[config.mk]
export PLATFORM = sky130hd
export DESIGN_NAME = seg_scan_ctrl
export DESIGN_NICKNAME = d
export VERILOG_FILES = /design/src/rtl/seg_scan_ctrl.sv
export SDC_FILE = /design/constraint.sdc
export NUM_CORES = 1
export LEC_CHECK = 0
export ABC_AREA = 1
export BUFFER_PORTS_ARGS = -buffer_cell sky130_fd_sc_hd__buf_4
export CORE_MARGIN = 4
export CORE_UTILIZATION = 53
export CTS_BUF_LIST = sky130_fd_sc_hd__clkbuf_16
export CTS_CLUSTER_SIZE = 20
export DETAILED_ROUTE_END_ITERATION = 10
export GPL_ROUTABILITY_DRIVEN = 1
export PLACE_DENSITY_LB_ADDON = 0.15
export REMOVE_ABC_BUFFERS = 1
export SLEW_MARGIN = 40
export SYNTH_ARGS = -nofsm -noshare
export SYNTH_HDL_FRONTEND = slang
export SYNTH_SLANG_ARGS = --single-unit
export TNS_END_PERCENT = 10
[constraint.sdc]
create_clock -name clk -period 2.4 [get_ports clk]
set_input_delay 0.12 -clock clk [delete_from_list [all_inputs] [get_ports clk]]
set_output_delay 0.12 -clock clk [all_outputs]
set_load 0.005 [all_outputs]
[src/rtl/seg_scan_ctrl.sv]
// Multiplexed seven-segment scan controller: per-slot blanking, per-digit enable and
// decimal point, and a staging/shadow register pair that updates only at frame boundaries.
module seg_scan_ctrl #(
  parameter int NUM_DIGITS   = 8,
  parameter int SEL_W        = 3,
  parameter int DIGIT_CYCLES = 100000,
  parameter int BLANK_CYCLES = 1000
) (
  input  logic                    clk,
  input  logic                    rst,
  input  logic                    load,
  input  logic [4*NUM_DIGITS-1:0] digits_in,
  input  logic [NUM_DIGITS-1:0]   dp_in,
  input  logic [NUM_DIGITS-1:0]   en_mask,
  output logic [NUM_DIGITS-1:0]   an,
  output logic [6:0]              seg,
  output logic                    dp,
  output logic [SEL_W-1:0]        digit_sel,
  output logic                    frame_tick
);

  localparam int CNT_W = $clog2(DIGIT_CYCLES);
  localparam logic [CNT_W-1:0] LAST_CNT  = CNT_W'(DIGIT_CYCLES - 1);
  localparam logic [CNT_W-1:0] BLANK_END = CNT_W'(BLANK_CYCLES);
  localparam logic [SEL_W-1:0] LAST_SEL  = SEL_W'(NUM_DIGITS - 1);

  function automatic logic [6:0] hex_to_seg(input logic [3:0] h);
    logic [6:0] s;
    case (h)
      4'h0: s = 7'h40;
      4'h1: s = 7'h79;
      4'h2: s = 7'h24;
      4'h3: s = 7'h30;
      4'h4: s = 7'h19;
      4'h5: s = 7'h12;
      4'h6: s = 7'h02;
      4'h7: s = 7'h78;
      4'h8: s = 7'h00;
      4'h9: s = 7'h10;
      4'hA: s = 7'h08;
      4'hB: s = 7'h03;
      4'hC: s = 7'h46;
      4'hD: s = 7'h21;
      4'hE: s = 7'h06;
      default: s = 7'h0E;
    endcase
    return s;
  endfunction

  logic [CNT_W-1:0]        cnt_q, cnt_d;
  logic [SEL_W-1:0]        sel_q, sel_d;
  logic [4*NUM_DIGITS-1:0] stg_dig_q, stg_dig_d, shd_dig_q, shd_dig_d;
  logic [NUM_DIGITS-1:0]   stg_dp_q, stg_dp_d, shd_dp_q, shd_dp_d;
  logic [NUM_DIGITS-1:0]   stg_en_q, stg_en_d, shd_en_q, shd_en_d;
  logic                    pending_q, pending_d;
  logic [NUM_DIGITS-1:0]   an_q, an_d;
  logic [6:0]              seg_q, seg_d;
  logic                    dp_q, dp_d;
  logic                    tick_q, tick_d;
  logic                    boundary;
  logic                    show;
  logic [3:0]              nibble;

  assign boundary = (cnt_q == '0) && (sel_q == '0);

  always_comb begin
    // NOTE: every signal gets a default before any branch so no latch is inferred.
    cnt_d     = cnt_q + CNT_W'(1);
    sel_d     = sel_q;
    stg_dig_d = stg_dig_q;
    stg_dp_d  = stg_dp_q;
    stg_en_d  = stg_en_q;
    shd_dig_d = shd_dig_q;
    shd_dp_d  = shd_dp_q;
    shd_en_d  = shd_en_q;
    pending_d = pending_q;

    if (cnt_q == LAST_CNT) begin
      cnt_d = '0;
      sel_d = (sel_q == LAST_SEL) ? '0 : sel_q + SEL_W'(1);
    end

    // The copy reads the pre-load staging value, so a load in the boundary cycle waits a frame.
    if (boundary && pending_q) begin
      shd_dig_d = stg_dig_q;
      shd_dp_d  = stg_dp_q;
      shd_en_d  = stg_en_q;
      pending_d = 1'b0;
    end
    if (load) begin
      stg_dig_d = digits_in;
      stg_dp_d  = dp_in;
      stg_en_d  = en_mask;
      pending_d = 1'b1;
    end

    // Outputs are derived from next-state values so they line up with cnt/digit_sel.
    nibble = shd_dig_d[4*sel_d +: 4];
    show   = (cnt_d >= BLANK_END) && shd_en_d[sel_d];
    an_d   = '1;
    seg_d  = 7'h7F;
    dp_d   = 1'b1;
    if (show) begin
      an_d  = ~(NUM_DIGITS'(1) << sel_d);
      seg_d = hex_to_seg(nibble);
      dp_d  = ~shd_dp_d[sel_d];
    end
    tick_d = (cnt_d == '0) && (sel_d == '0);
  end

  // NOTE: sequential state uses non-blocking assignments only, so every register samples pre-edge values.
  always_ff @(posedge clk) begin
    if (rst) begin
      cnt_q     <= '0;
      sel_q     <= '0;
      stg_dig_q <= '0;
      stg_dp_q  <= '0;
      stg_en_q  <= '0;
      shd_dig_q <= '0;
      shd_dp_q  <= '0;
      shd_en_q  <= '0;
      pending_q <= 1'b0;
      an_q      <= '1;
      seg_q     <= 7'h7F;
      dp_q      <= 1'b1;
      tick_q    <= 1'b0;
    end else begin
      cnt_q     <= cnt_d;
      sel_q     <= sel_d;
      stg_dig_q <= stg_dig_d;
      stg_dp_q  <= stg_dp_d;
      stg_en_q  <= stg_en_d;
      shd_dig_q <= shd_dig_d;
      shd_dp_q  <= shd_dp_d;
      shd_en_q  <= shd_en_d;
      pending_q <= pending_d;
      an_q      <= an_d;
      seg_q     <= seg_d;
      dp_q      <= dp_d;
      tick_q    <= tick_d;
    end
  end

  assign an         = an_q;
  assign seg        = seg_q;
  assign dp         = dp_q;
  assign digit_sel  = sel_q;
  assign frame_tick = tick_q;

endmodule

# == Yosys cells after proc, flatten, opt, wreduce, memory -nomap -nowiden ==
# Memory sizes are Yosys's and may differ from the RTL's. A register that Yosys moved wholly into a read port is not among the register bits.
# Index checks and enable logic that the tools add are counted.
# op_classes
n_eq_ne,2
n_mux,12
reduce_logical,10
shifts,2
bitwise_logic,3
addsub,2
magnitude_cmp,2
# op_table
op,n
17-bit zero test,2
32-bit two-way mux,1
32-bit by 6-bit indexed part select with 4-bit output,1
"17-bit by 1-bit adder with 17-bit output, second input constant",1
"17-bit equality test, second input constant",1
"17-bit by 10-bit >= comparator with 1-bit output, second input constant",1
17-bit two-way mux,1
8-bit two-way mux,2
8-bit NOT,1
"1-bit by 3-bit left shift with 8-bit output, first input constant",1
1-bit binary-select mux with 3-bit select,2
3-bit zero test,2
3-bit two-way mux,2
1-bit logical AND,4
"3-bit by 4-bit < comparator with 1-bit output, second input constant",1
1-bit two-way mux,4
"3-bit by 1-bit adder with 3-bit output, second input constant",1
"3-bit equality test, second input constant",1
1-bit NOT,2
2-bit nonzero test,1
2-bit OR reduction,1
# word_totals
memories,1
romBits,112
wordCells,46
reg_bits,127
# memory_table
memory,depth,word_bits,read_ports,rd_clocked_by_memory_dff,wr,line_no,text
(no name shown),16,7,1,1,0,29,case (h)

# == Longest topological paths before layout ==
# Gate-level depths: netlist of the first run.
# logic_depth
depth_word,9
ltp_mapped,22
ltp_nobuf,21

# == Worst setup path after synthesis of the first run ==
# No wires, ideal clock.
# synth_timing
path_type,register to register
startpoint,register sel_q[0] (netlist: digit_sel[0])
endpoint,register seg_q[1] (netlist: seg[1])
period_less_slack_ns,2.463
n_path_buf,1
t_arrival_ns,2.348
path_stages_with_launch,19
path_slack_ns,-0.063
path_cell_list,dfxtp_1 > inv_1 > ha_1 > inv_1 > nor2_1 > nand2_1 > nor2_2 > nand4_4 > clkbuf_1 > nand2_1 > o21ai_0 > or2_2 > nand4_1 > nand2_2 > ha_1 > nand3_1 > nor2_1 > nor2_1 > nand2_1
# synth_between
elab_chain_cells,9
elab_cells_between_ends,15
cone_classes,add/sub: 1; eq/ne: 1; shift: 1; mux: 6; bitwise: 1; reduce/logical: 5
# synth_lines
item,line_no,text
"start, declared",51,"logic [SEL_W-1:0] sel_q, sel_d;"
"start signal, assigned",129,sel_q <= sel_d;
branches (longest 9 deep; another with 3-bit by 1-bit adder with 3-bit output),--,
"end, declared",57,"logic [6:0] seg_q, seg_d;"
# Several ways; the timed one is not identified. The select of a mux whose other input is x is not followed.
# A chain may end at the register's enable or synchronous reset.

# == Worst setup path after layout of the first run ==
# layout_timing
startpoint,register sel_q[0] (netlist: digit_sel[0])
endpoint,register seg_q[3] (netlist: seg[3])
# The elaborated chain is that of the path after synthesis.

==> results of run 1 <==
==> cells in the mapped netlist (2+ instances only) <==
library cell  number  area (sq um)
or2_1              2          12.5
and3_1             3          18.8
nand2_1          169           634
ha_1               9           113
buf_2              4          20.0
inv_2              5          18.8
mux2i_1            8          80.1
nand3_4            4          70.1
o21ai_1            2          10.0
dfxtp_1          134          2680
nor3_1             4          20.0
a22oi_1            2          15.0
buf_4              2          15.0
clkbuf_1          26          97.6
nor2_4             4          45.0
nor2_1           184           691
nand3_2            6          60.1
nand4_1           22           138
nor4_1             4          25.0
nand2_2            8          50.1
buf_6              4          45.0
a21oi_1           38           190
nand2_4            7          78.8
o21ai_0           64           320
inv_1             85           319
nor2_2            10          62.6
xor2_1             5          43.8
nand3_1           45           225
nor2_8             2          40.0
==> power breakdown <==
group,leakage (nW),switching [mW],internal [mW],total [mW]
clock network,0.269,1.03,1.42,2.45
logic,2.88,0.453,0.421,0.874
registers,1.10,0.0467,2.33,2.38
==> final cells by class <==
type                       count  area [sq um]
clock buffer                  17           425
timing repair buffer         220          1910
fill                         798          2460
sequential                   134          2690
multi-input combinational    608          3310
tap                          143           179
inverter                      91           357
clock inverter                15           133
==> placed cells by master, fill, tap and decap left out, types with 22 or more instances in the layout <==
cell type,netlist,routed
dlygate4sd3_1,0,46
buf_4,2,161
nand2_1,169,151
nor2_1,184,177
dfxtp_1,134,131
o21ai_0,64,54
inv_1,85,77
nand3_1,45,37
a21oi_1,38,38
nand4_1,22,22
==> per-layer routing <==
layer / up-vias / share of wire, %
met5: - / 0
met4: 0 / 3.3
met3: 52 / 5.4
met2: 206 / 49
met1: 2961 / 43
li1: 3163 / -
==> kinds of logic after synthesis <==
family / after synthesis / synth area share (%)
AND/OR/NAND/NOR: 479 / 35.7
flip-flops: 134 / 43.2
buffers and inverters: 127 / 8.40
AO/OA/AOI/OAI: 107 / 8.88
adder cells (fa/ha/maj): 9 / 1.81
multiplexers: 8 / 1.29
XOR/XNOR: 5 / 0.705
==> sequential cells by signal (all words and copies together), names as in the netlist <==
signal / count
frame_tick: 1
cnt_q: 17
digit_sel: 3
shd_dp_q: 8
seg: 7
stg_en_q: 8
dp: 1
an: 8
shd_dig_q: 32
pending_q: 1
stg_dp_q: 8
shd_en_q: 8
stg_dig_q: 32
==> path summary, 6_finish.rpt <==
check	start	end	slack [ns]	cells after the start
setup / recovery	digit_sel[0]$_SDFF_PP0_	seg[3]$_SDFF_PP1_	-0.15	20
hold / removal	en_mask[3]	stg_en_q[3]$_SDFFE_PP0P_	0.03	3
setup reg to reg	digit_sel[0]$_SDFF_PP0_	seg[3]$_SDFF_PP1_	-0.15	20
hold reg to reg	stg_en_q[6]$_SDFFE_PP0P_	stg_en_q[6]$_SDFFE_PP0P_	0.46	2
==> through the flow <==
stage          std cells  setup TNS (ns)  worst slack, ns  power, mW  cell area (sq um)
6_report            1228          -0.984           -0.146       5.71               9000
5_1_grt             1228           -3.90           -0.276       5.91               9000
4_1_cts             1225          -0.545          -0.0710       5.64               8870
3_5_place_dp        1123           -1.92           -0.154       3.01               7360
3_3_place_gp        1123          -0.972          -0.0954       3.00               7350
2_1_floorplan        833           -2.36           -0.291       2.75               6030
==> worst max-delay path, stage by stage (launching register included) <==
cell,delay [ns]
dfxtp_2,0.32
inv_2,0.08
ha_4,0.14
inv_2,0.03
nor2_2,0.09
nand2_2,0.08
nor2_4,0.11
nand4_4,0.13
buf_12,0.18
buf_16,0.14
nand2_1,0.07
o21ai_1,0.09
nor2_1,0.17
nor2_1,0.07
nand3_2,0.09
nand2_4,0.09
ha_4,0.28
nand3b_1,0.10
nand2_1,0.06
nand2_1,0.05
nand3_1,0.06
==> what timing repair did <==
item / 4_1_cts / 5_1_grt
gates cloned: 3 / 0
pin swaps: 27 / 23
hold buffers: 46 / 0
hold endpoints to repair: 46 / 0
endpoints found under the setup margin: 16 / 18
resized for setup: 72 / 29
buffers inserted: 21 / 3
==> impl_metrics.yaml, run 1 <==
status:
  status: "finished, violations left"
  violations: "setup timing"
timing:
  setup_violations: 16
  fmax_ghz: 0.393
  worstMarginPinSlew_ns: 0.795
  slew_headroom_pct: 47.0
  finalMaxSlewViolations: 0
  fin_skew_ns: 0.0102
  period_minus_slack_ns: 2.55
  holdWs_ns: 0.0307
  rsz0062_at_grt: "true"
  min_period_over_period_pct: 106
  finalHoldViolCount: 0
  setup_ws_ns: -0.146
clock_network:
  root_buffer: "clkbuf_16"
  insertion_delay_ns: 0.43
  clkSinkCount: 134
  cts_buffer_depth: 2
  cts_made_buffers: 17
  cts_max_level: 4
  path_clk_slew_ns: 0.06
  cts_tree: "done"
setup_path:
  worst-path-max-fanout: 7
  end_kind: "flop"
  path_class: "flop to flop"
  cp-start-kind: "flop"
  required_ns: 2.71
  critPathArrivalTime_ns: 2.85
drt:
  vias_per_cell: 5.20
  ant_nets: 0
  first_pass_iters: 5
  drc_errors: 0
  wl_per_cell_microns: 15.1
  drt_wl_total_microns: 18500
  vias: 6382
  drt_iter0_drc: 471
global_route:
  grt_max_degree: 69
  grt_use_met3_pct: 5.44
  grt_use_total_pct: 27.5
  grt_pass1_wl_microns: 29200
  grt_pass1_vias: 6196
  grt_util_met1_pct: 34.1
  antenna_found_initial: 0
  grt.busiest_layer: "met2"
  grt-ovfl-total: 0
  grtUsageMet2_pct: 46.2
logic_synthesis:
  syn_inst: 869
  synth-seq-area-share_pct: 43.2
  avgSynthCellArea_sq_um: 7.15
  synth_edf_count: 0
  ys_seq_elements: 134
  netlist_area_sq_um: 6210
  yosysWarnings: 0
  ys.flop_type: "dfxtp_1"
  async_flop_share_pct: 0
  yosysUniqueCellTypes: 36
floorplan:
  fp.dieW_microns: 116
  start_util_pct: 54.2
  core_area_sq_um: 11500
  rows: 39
  die_area_sq_um: 13500
  ios: 71
  dieHeight_microns: 116
power:
  power_leakage_nw: 4.24
  ir_worst_vdd_mv: 0.658
  p_per_area_nw_per_um2: 634
final_layout:
  utilization_pct: 78.5
  area_growth_pct: 44.9
  drive_above_1_share_pct: 28.9
  nets: 1132
  diodes: 0
flow_run:
  maxCapViolCount: 0
place:
  port_buffers: 70
  hpwl_microns: 11600
  place_congestion: 0.896
min_path:
  min_path_type: "input pin to flop"
Power figures use the tool's default switching activity.
==> run 2, diff against run 1 <==
--- a/config.mk
+++ b/config.mk
@@ -6,12 +6,11 @@
 export NUM_CORES = 1
 export LEC_CHECK = 0
 export ABC_AREA = 1
-export BUFFER_PORTS_ARGS = -buffer_cell sky130_fd_sc_hd__buf_4
-export CORE_MARGIN = 4
-export CORE_UTILIZATION = 53
+export CORE_UTILIZATION = 57
 export CTS_BUF_LIST = sky130_fd_sc_hd__clkbuf_16
 export CTS_CLUSTER_SIZE = 20
 export DETAILED_ROUTE_END_ITERATION = 10
+export DONT_BUFFER_PORTS = 1
 export GPL_ROUTABILITY_DRIVEN = 1
 export PLACE_DENSITY_LB_ADDON = 0.15
 export REMOVE_ABC_BUFFERS = 1
==> impl_metrics.yaml, run 2 (same netlist as run 1, synthesis figures left out) <==
status:
  status: "finished, violations left"
  violations: "setup timing"
floorplan:
  start_util_pct: 59.4
  ios: 71
  rows: 37
  core_area_sq_um: 10500
  die_area_sq_um: 11300
  fp.dieW_microns: 106
  dieHeight_microns: 106
clock_network:
  clkSinkCount: 134
  path_clk_slew_ns: 0.06
  insertion_delay_ns: 0.42
  cts_max_level: 4
  cts_made_buffers: 17
  cts_buffer_depth: 2
  cts_tree: "done"
  root_buffer: "clkbuf_16"
drt:
  first_pass_iters: 6
  ant_nets: 0
  drc_errors: 0
  drt_iter0_drc: 473
  drt_wl_total_microns: 19300
  vias: 6454
  vias_per_cell: 5.52
  wl_per_cell_microns: 16.5
flow_run:
  maxCapViolCount: 0
timing:
  slew_headroom_pct: 59.7
  setup_violations: 16
  fin_skew_ns: 0.0102
  rsz0062_at_grt: "true"
  fmax_ghz: 0.379
  finalHoldViolCount: 0
  min_period_over_period_pct: 110
  setup_ws_ns: -0.239
  worstMarginPinSlew_ns: 0.604
  finalMaxSlewViolations: 0
  period_minus_slack_ns: 2.64
  setup_tns_ns: -1.51
  holdWs_ns: 0.0384
min_path:
  min_path_type: "input pin to flop"
  hold_depth: 4
  hold_path_end: "an[0]$_SDFF_PP1_"
  worstHoldStart: "rst"
final_layout:
  multiInputGateArea_sq_um: 3230
  layout_common_cells: "nor2_1 (179), nand2_1 (163), dfxtp_1 (132)"
  seq_area_sq_um: 2690
  top_regs: "shd_dig_q: 32 flops, stg_dig_q: 32 flops, cnt_q: 17 flops"
  drive_above_1_share_pct: 20.0
  nets: 1079
  final_common_cell: "nor2_1"
  fill_cells: 659
  area_growth_pct: 37.6
global_route:
  grt_pass1_wl_microns: 30300
  grt_use_total_pct: 34.6
  grt_max_degree: 69
  antenna_found_initial: 0
  grt-ovfl-total: 0
  grt_pass1_vias: 6397
place:
  port_buffers: 0
  preCtsSetupSlack_ns: -0.336
  place_congestion: 0.918
  hpwl_microns: 10800
setup_path:
  path_common_cell: "nor2_1"
  rr_startpoint: "digit_sel[0]$_SDFF_PP0_"
  slowest_stage: "dfxtp_2"
  cp-start-kind: "flop"
  cp-startpoint: "digit_sel[0]$_SDFF_PP0_"
  critPathArrivalTime_ns: 2.94
  ff2ff_path_depth: 19
  timing.rr.end: "seg[1]$_SDFF_PP1_"
  end_kind: "flop"
  critical-path-max-stage-delay_ns: 0.32
  path_class: "flop to flop"
  required_ns: 2.70
  r2r_slack_ns: -0.24
  worst-path-max-fanout: 8
  worstPathCellList: "inv_2 -> ha_4 -> inv_2 -> nor2_4 -> nand2_2 -> nor2_4 -> nand4_4 -> buf_6 -> nand2_4 -> o21ai_4 -> nor2_2 -> nor2_1 -> nand4_1 -> nand2_4 -> ha_4 -> nand3_1 -> nor2_1 -> nor2_1 -> nand2_1"
power:
  p_per_area_nw_per_um2: 669
  power_leakage_nw: 3.98
  ir_worst_vdd_mv: 0.643
  fin_total_pwr_mw: 5.72
==> run 2: changes by cell type in the layout (fill, tap and decap cells not counted), moves of 4 or more <==
| cell | change |
|---|---|
| buf_4 | -86 |
| clkinv_4 | -5 |
| clkinvlp_4 | +4 |
| dlygate4sd3_1 | +34 |
| nand2_1 | +12 |
| nand2_2 | -9 |
| o21ai_1 | +5 |
| o21ai_2 | -4 |
==> run 2: area by class of cell <==
class | instances | share of cell area [%]
Inverter | 91 | 4.14
Antenna cell | 1 | 0.0293
Clock buffer | 17 | 4.98
Timing Repair Buffer | 166 | 17.8
Sequential cell | 134 | 31.4
Clock inverter | 15 | 1.82
Tap cell | 136 | 1.99
Multi-Input combinational cell | 609 | 37.8
==> run 2: repair_timing <==
item / in CTS / in global routing
setup buffers: 10 / 2
hold endpoints to repair: 116 / 0
pin swaps: 21 / 18
setup endpoints to repair: 16 / 16
hold buffers: 81 / 0
resized for setup: 49 / 26
gates cloned: 1 / 0
==> run 2: per-stage QoR <==
step           area [sq um]  util, %  std cells
3_5_place_dp           6760     64.6       1043
6_report               8540     81.7       1169
5_1_grt                8540     81.6       1168
4_1_cts                8420     80.5       1166
3_3_place_gp           6760     64.6       1043
2_1_floorplan          6030        -        833
==> run 2: worst max path at each step <==
stage | end | slack, ns | cells past startpoint
detailed placement | seg[1]$_SDFF_PP1_ | -0.34 | 15
CTS | seg[3]$_SDFF_PP1_ | -0.14 | 18
finish | seg[1]$_SDFF_PP1_ | -0.24 | 19
floorplan | seg[1]$_SDFF_PP1_ | -0.29 | 17
global placement | seg[1]$_SDFF_PP1_ | -0.27 | 15
global route | seg[6]$_SDFF_PP1_ | -0.38 | 17
==> run 2: power breakdown <==
part	switching (mW)	internal (mW)	leakage (nW)
clock network	1.04	1.53	0.268
logic	0.424	0.345	2.62
registers	0.0496	2.33	1.10
==> run 2: per-layer routing <==
metal	part of all wire (%)	vias up	routed length [microns]	global-route usage, %
met1	40	2997	7650	39.2
li1	-	3066	-	-
met4	3.5	0	668	17.1
met3	6.5	66	1260	7.48
met5	0	-	0	0
met2	50	325	9710	61.1
==> run 2: worst max-delay path, delay by kind of cell (launching register included) <==
family / cells / cell delay (ns)
and+or+nand+nor: 13 / 1.38
AOI/OAI and AO/OA: 1 / 0.07
buffers and inverters: 3 / 0.34
adders and majority gates: 2 / 0.39
DFF: 1 / 0.32
==> run 3, diff against run 2 <==
--- a/config.mk
+++ b/config.mk
@@ -6,6 +6,7 @@
 export NUM_CORES = 1
 export LEC_CHECK = 0
 export ABC_AREA = 1
+export CORE_MARGIN = 2
 export CORE_UTILIZATION = 57
 export CTS_BUF_LIST = sky130_fd_sc_hd__clkbuf_16
 export CTS_CLUSTER_SIZE = 20
@@ -13,7 +14,6 @@
 export DONT_BUFFER_PORTS = 1
 export GPL_ROUTABILITY_DRIVEN = 1
 export PLACE_DENSITY_LB_ADDON = 0.15
-export REMOVE_ABC_BUFFERS = 1
 export SLEW_MARGIN = 40
 export SYNTH_ARGS = -nofsm -noshare
 export SYNTH_HDL_FRONTEND = slang
==> impl_metrics.yaml, run 3 (same netlist as run 1, synthesis figures left out) <==
status:
  status: "finished, violations left"
  violations: "setup timing"
setup_path:
  r2r_slack_ns: -0.28
  worst-path-max-fanout: 5
  cp-start-kind: "flop"
  path_class: "flop to flop"
  critPathArrivalTime_ns: 2.99
  required_ns: 2.71
  ff2ff_path_depth: 19
  timing.rr.end: "seg[3]$_SDFF_PP1_"
  rr_startpoint: "digit_sel[1]$_SDFF_PP0_"
  end_kind: "flop"
floorplan:
  rows: 38
  dieHeight_microns: 108
  core_area_sq_um: 10700
  fp.dieW_microns: 108
  start_util_pct: 57.8
  ios: 71
  die_area_sq_um: 11700
global_route:
  grt_use_total_pct: 34.1
  grt_max_degree: 69
  grt_pass1_wl_microns: 30800
  antenna_found_initial: 0
  grt_pass1_vias: 6376
  grt-ovfl-total: 0
drt:
  ant_nets: 0
  drc_errors: 0
  drt_iter0_drc: 573
  wl_per_cell_microns: 16.3
  vias_per_cell: 5.41
  drt_wl_total_microns: 19500
  first_pass_iters: 6
  vias: 6463
flow_run:
  maxCapViolCount: 0
timing:
  finalHoldViolCount: 0
  setup_tns_ns: -2.70
  worstMarginPinSlew_ns: 0.619
  min_period_over_period_pct: 112
  setup_ws_ns: -0.283
  setup_violations: 16
  fmax_ghz: 0.373
  finalMaxSlewViolations: 0
  period_minus_slack_ns: 2.68
  slew_headroom_pct: 58.8
  fin_skew_ns: 0.0130
  rsz0062_at_grt: "true"
final_layout:
  top_regs: "shd_dig_q: 32 flops, stg_dig_q: 32 flops, cnt_q: 17 flops"
  nets: 1100
  final_common_cell: "nor2_1"
  drive_above_1_share_pct: 20.5
  fill_cells: 689
  area_growth_pct: 39.7
  layout_common_cells: "nor2_1 (180), nand2_1 (164), dfxtp_1 (132)"
  utilization_pct: 80.8
clock_network:
  cts_max_level: 4
  cts_buffer_depth: 2
  path_clk_slew_ns: 0.06
  clkSinkCount: 134
  insertion_delay_ns: 0.43
  root_buffer: "clkbuf_16"
  cts_tree: "done"
  cts_made_buffers: 17
min_path:
  worstHoldStart: "rst"
  hold_depth: 2
  hold_path_end: "cnt_q[9]$_SDFF_PP0_"
  min_path_type: "input pin to flop"
power:
  ir_worst_vdd_mv: 0.678
  p_per_area_nw_per_um2: 674
  power_leakage_nw: 4.08
  fin_total_pwr_mw: 5.85
place:
  port_buffers: 0
  place_congestion: 0.892
  hpwl_microns: 11400
logic_synthesis:
  synthesis.nets: 929
[run 3: changes by cell type in the layout (fill, tap and decap cells not counted), moves of 3 or more]
cell | previous run | this run
nand4_4 | 1 | 4
clkinvlp_4 | 6 | 1
inv_1 | 77 | 80
nand3_1 | 39 | 43
inv_6 | 4 | 1
buf_6 | 8 | 3
buf_4 | 75 | 98
[run 3: report_power, final]
part           leakage [nW]  switching (mW)  internal, mW
registers              1.10          0.0487          2.33
logic                  2.68           0.411         0.335
clock network         0.303            1.00          1.72
[run 3: critical path, stage by stage (launching register included)]
cell and delay, ns:
dfxtp_2 0.34, inv_2 0.06, buf_4 0.12, buf_4 0.12, buf_4 0.12, buf_4 0.12
buf_4 0.12, buf_4 0.13, nand2_2 0.09, nand2_4 0.09, buf_4 0.17, nor2_8 0.15
nand2_1 0.08, nand4_1 0.16, nand2_4 0.12, ha_4 0.28, nand3b_1 0.10, nand2_1 0.07
nand2_1 0.06, nand3_1 0.06
[run 3: how the worst max path moves through the flow]
stage	start	cells past startpoint	slack, ns	endpoint
after CTS	digit_sel[1]$_SDFF_PP0_	20	-0.17	seg[3]$_SDFF_PP1_
after global placement	digit_sel[0]$_SDFF_PP0_	18	-0.21	seg[3]$_SDFF_PP1_
after detailed placement	digit_sel[0]$_SDFF_PP0_	17	-0.33	seg[3]$_SDFF_PP1_
after global routing	digit_sel[1]$_SDFF_PP0_	20	-0.40	seg[3]$_SDFF_PP1_
after floorplan	digit_sel[0]$_SDFF_PP0_	18	-0.03	seg[1]$_SDFF_PP1_
final	digit_sel[1]$_SDFF_PP0_	19	-0.28	seg[3]$_SDFF_PP1_
[run 3: through the flow]
step	hold WS [ns]	worst slack, ns	area (sq um)	std cells
finish	0.0452	-0.283	8680	1194
global route	0.0559	-0.398	8670	1193
CTS	0.0422	-0.173	8620	1192
detailed placement	0.205	-0.329	6930	1067
global placement	0.202	-0.212	6930	1067
floorplan	0.255	-0.0299	6210	869
[run 3: layout make-up]
| class | count | area (sq um) | area share [%] |
|---|---|---|---|
| diodes | 1 | 2.50 | 0.0288 |
| clock buffers | 17 | 425 | 4.90 |
| clock inverters | 15 | 185 | 2.13 |
| inverters | 91 | 349 | 4.02 |
| multi-input cells | 611 | 3200 | 36.8 |
| flip-flops and latches | 134 | 2690 | 30.9 |
| well taps | 140 | 175 | 2.02 |
| repair buffers | 185 | 1660 | 19.1 |
[run 3: routing by layer]
layer | track usage, % | share of wire, % | vias up
met5 | 0 | 0 | -
met4 | 16.3 | 3.1 | 0
met3 | 7.66 | 7.1 | 55
met2 | 59.3 | 50 | 295
met1 | 39.6 | 39 | 2997
li1 | - | - | 3116
[run 3: repair_timing]
action | CTS | global route
setup buffers | 9 | 1
pin swaps | 16 | 8
setup endpoints to repair | 16 | 17
gates resized for setup | 40 | 13
gates cloned | 3 | 0
endpoints found under the hold margin | 116 | 0
hold buffers | 81 | 0
